==> src/rtl/spikeout_gen_pkg.sv <==
// Shared types and default sizing for the spike output generator.
package spikeout_gen_pkg;

  typedef enum logic {
    IDLE  = 1'b0,
    ARMED = 1'b1
  } state_t;

  localparam int unsigned NUM_DEFAULT    = 10;
  localparam int unsigned WINDOW_DEFAULT = 16;

endpackage

==> src/rtl/spikeout_gen_prio_enc.sv <==
// Lowest-index one-hot priority selector over a [p_num:1] request vector.
module spike_prio_enc #(
  parameter int unsigned p_num = 10
) (
  input  logic [p_num:1] req,
  output logic [p_num:1] grant
);

  logic found;

  always_comb begin
    grant = '0;
    found = 1'b0;
    for (int unsigned i = 1; i <= p_num; i++) begin
      if (req[i] && !found) begin
        grant[i] = 1'b1;
        found    = 1'b1;
      end
    end
  end

endmodule

==> src/rtl/spikeout_gen.sv <==
// Arms a capture window on i_spike_in and emits one registered one-hot pulse for
// the lowest-index neuron spike seen before the window times out.
module spikeout_gen
  import spikeout_gen_pkg::*;
#(
  parameter int unsigned p_num    = NUM_DEFAULT,
  parameter int unsigned p_window = WINDOW_DEFAULT
) (
  input  logic           i_clk,
  input  logic           i_rst_n,
  input  logic           i_spike_in,
  input  logic [p_num:1] i_spike,
  output logic [p_num:1] o_spike
);

  localparam int unsigned CW = $clog2(p_window + 1);
  localparam logic [CW-1:0] WIN = CW'(p_window);

  state_t          state;
  logic [CW-1:0]   cnt;
  logic [p_num:1]  sel;

  spike_prio_enc #(.p_num(p_num)) u_prio_enc (
    .req   (i_spike),
    .grant (sel)
  );

  // Window of p_window armed cycles; the last one drops back to IDLE directly.
  always_ff @(posedge i_clk or negedge i_rst_n) begin
    if (!i_rst_n) begin
      state   <= IDLE;
      cnt     <= '0;
      o_spike <= '0;
    end else begin
      o_spike <= '0;
      case (state)
        IDLE: begin
          if (i_spike_in) begin
            state <= ARMED;
            cnt   <= WIN;
          end
        end
        ARMED: begin
          if (|i_spike) begin
            o_spike <= sel;
            state   <= IDLE;
            cnt     <= '0;
          end else if (i_spike_in) begin
            cnt <= WIN;
          end else if (cnt <= CW'(1)) begin
            state <= IDLE;
            cnt   <= '0;
          end else begin
            cnt <= cnt - CW'(1);
          end
        end
        default: begin
          state <= IDLE;
          cnt   <= '0;
        end
      endcase
    end
  end

endmodule

==> config.mk <==
export PLATFORM = sky130hd
export DESIGN_NAME = spikeout_gen
export DESIGN_NICKNAME = d
export VERILOG_FILES = /design/src/rtl/spikeout_gen_pkg.sv /design/src/rtl/spikeout_gen_prio_enc.sv /design/src/rtl/spikeout_gen.sv
export SDC_FILE = /design/constraint.sdc
export NUM_CORES = 1
export LEC_CHECK = 0
export BUFFER_PORTS_ARGS = -buffer_cell sky130_fd_sc_hd__clkbuf_2
export CORE_MARGIN = 2
export CORE_UTILIZATION = 51
export CTS_CLUSTER_DIAMETER = 150
export CTS_CLUSTER_SIZE = 14
export DETAILED_ROUTE_END_ITERATION = 7
export PLACE_DENSITY = 0.87
export SYNTH_ARGS = -nofsm -noshare
export SYNTH_HDL_FRONTEND = slang
export SYNTH_SLANG_ARGS = --single-unit
==> constraint.sdc <==
create_clock -name i_clk -period 2.2 [get_ports i_clk]
set_input_delay 0.44 -clock i_clk [delete_from_list [all_inputs] [get_ports i_clk]]
set_output_delay 0.44 -clock i_clk [all_outputs]
set_load 0.05 [all_outputs]
==> impl_results.md <==
- Status: finished clean
- IO Port Bufs: 22
- CP max stage cell: dfrtp_1
- P_sw: 0.1630 mW
- Post-Route Setup TNS: 0 ns
- Crit path depth: 4
- Pwr/cell area: 688.2 mW/mm²
- RSZ-0062 raised after global routing: no
- Part of the power in registers: 53.3%
- Crit path launch type: flop
- Buf/Inv on CP: 0
- Count of final setup violators: 0
- Synth top area share: 55.85%
- # Post-CTS Setup Buffers: 0
- CP Class: reg2reg
- DRT Wirelength: 1.437 mm
- Via count: 572
- Total GRT Usage: 19.17%
- Number of distinct library cells after synthesis: 26
- R2R cell count: 4
- Final Cycle Share: 72.17%
- Sw frac: 27.09%
- Seq/Total Area, Yosys: 55.85%
- Die Area: 0.001722 mm²
- DRT Pass-1 Iters: 5
- Post-layout power: 0.6019 mW
- Share of layout cells above drive strength 1: 31.11%
- First-pass GRT wire length: 2.456 mm
- Quantity of hold-fixing buffers added after cts: 0
- Critical Path AT: 1.80 ns
- Clock-pin slew on the worst setup and hold paths: 0.09 ns
- Routed vias/inst: 5.448
- CP max FO: 9
- Non-Filler Instances: 105
- Leak Pwr: 0.4566 nW
- Vias in the first global route: 566
- Critical path cell sequence: or3b_4 -> and4b_1 -> a31oi_1 -> mux2i_1
- Gate power share: 14.7%
- CTS tree: yes
- Clock sink total: 16
- Initial antenna violation count: 0
- Die Y: 41.50 µm
- Hold Violations, Final: 0
- Initial cell density of the core: 55.10%
- Crit path capture type: flop
- Pint: 0.4388 mW
- Cell taking the most area after synthesis: dfrtp_1
- Final HPWL from detailed placement: 1.147 mm
- Placed insts: 101
- Core footprint: 0.001301 mm²
- Buffer depth of the longest clock path: 2
- Clock Power Share: 32.0%
- HP Class: in2async
- Fin Hold WS: 0.05523 ns
- Area grow syn2layout: 21.99%
- Avg Inst Size Synth: 11.03 µm²
- Top-Level Pins: 23
- MaxCap Viol Count: 0
- Max Fclk: 629.9 MHz
- Remaining routing DRC violations: 0
- Fin. max-slew vios: 0
- N_diodes: 0
- CTS root buffer: clkbuf_4
- Slowest stage delay, CP: 0.49 ns
- # nets final: 106
- WL/cell: 13.69 µm
- Post-DRT Antenna Nets: 0
- Number of buffers created by CTS: 3
- Grt ovf: 0
- Largest net degree at the start of global routing: 17
- Post-Syn Nets: 80
- Delay-heaviest family, CP: simple AND/OR/NAND/NOR gates
- Fin crit period: 1.588 ns
- RePlAce Congestion: 0.7741
- Initial DRC Count: 6
- Synthesized instance count: 65
- Top cells by area, synth: dfrtp_1 (56%), ha_1 (3.5%), nor3b_1 (3.1%), and4b_1 (2.8%), mux2i_1 (2.8%)
- Clk_skew: 0.0008776 ns
- Post_cts resized: 0
- Maximum VDD drop: 0.3752 mV
- Max-slew headroom: 74.16%
- Row count: 13
- Post-Syn Area: 716.9 µm²
- Required time worst endpoint: 2.42 ns
- Slew @ Worst Pin: 0.3876 ns
- Clock latency on the worst-skew pair: 0.29 ns
- Flops & latches, synth: 16
- Final Util: 67.21%
- H-tree depth: 1
- Die width: 41.50 µm
- Yosys warnings: 0
[per-layer routing]
metal  track usage, %  vias to the layer above  share of wire, %
li1                 -                      285                 -
met1            22.00                      264                43
met2            31.56                       18                50
met3            5.217                        5               4.5
met4            11.61                        0               2.4
met5                0                        -                 0
[worst paths after layout]
path | startpoint | slack (ns) | to
worst min-delay path | i_rst_n | 0.06 | o_spike[7]
worst max register to register | state | 0.61 | cnt[2]
worst max-delay path | state | 0.61 | cnt[2]
worst min register to register | cnt[2] | 0.55 | cnt[2]
min in group i_clk | i_spike[4] | 0.34 | o_spike[5]
max in group asynchronous | i_rst_n | 1.87 | o_spike[3]
[through the flow]
stage	cell area (µm²)	worst slack [ns]
after floorplan	716.9	0.7820
after global placement	838.3	0.6119
after detailed placement	838.3	0.5867
after CTS	874.6	0.6372
after global routing	874.6	0.5465
final	874.6	0.6123
[synthesized netlist by cell type (all sizes together)]
cell type and instances:
nand3 2, nor4b 1, nor2 4, and4b 2
a21oi 3, nor4 1, and3b 1, buf 1
ha 2, mux2i 2, and3 2, or3b 1
nor3b 3, inv 4, nor2b 1, a22oi 1
and2 2, and4bb 1, nor3 4, xor2 1
a31oi 1, dfrtp 16, a22o 1, nand2 4
nand4 1, o21ai 3
[power by group through the flow]
stage	sequential, mW	combinational, mW	clock [mW]
after floorplan	0.335	0.0475	0
after global placement	0.325	0.0862	0
after detailed placement	0.326	0.0885	0
after CTS	0.320	0.0889	0.196
after global routing	0.322	0.0968	0.216
final	0.321	0.0887	0.193
[state kept, by name, summed over array words and instances, names as in the netlist]
signal / flops
o_spike: 10
state: 1
cnt: 5
[layout by cell type, fill, tap and decap left out]
cell / count
a21oi_1: 3
a22o_1: 1
a22oi_1: 1
a31oi_1: 1
and2_1: 2
and3_1: 2
and3b_1: 1
and4b_1: 2
and4bb_2: 1
clkbuf_2: 22
clkbuf_4: 3
clkbuf_8: 1
dfrtp_1: 16
ha_1: 2
inv_1: 4
mux2i_1: 2
nand2_1: 4
nand3_1: 2
nand4_1: 1
nor2_1: 4
nor2b_1: 1
nor3_1: 4
nor3b_1: 3
nor4_1: 1
nor4b_1: 1
o21ai_1: 3
or3b_4: 1
xor2_1: 1
[cell families (layout without fill, tap and decap cells)]
kind of cell    count (synthesis)  count (layout)  synth area share [%]
compound gates                  9               9                 7.330
xor+xnor                        1               1                 1.222
fa+ha+maj                       2               2                 3.490
buf+inv                         5              30                 3.141
flops                          16              16                 55.85
mux                             2               2                 2.792
simple gates                   30              30                 26.18
[layout make-up]
class | instances | area [µm²]
sequential | 16 | 400.4
tap | 15 | 18.77
fill | 105 | 426.7
inverter | 4 | 15.01
multi-input combinational | 44 | 294.0
timing repair buffer | 22 | 110.1
clock buffer | 4 | 36.28
Note: power is estimated with default switching activity, not from simulation.
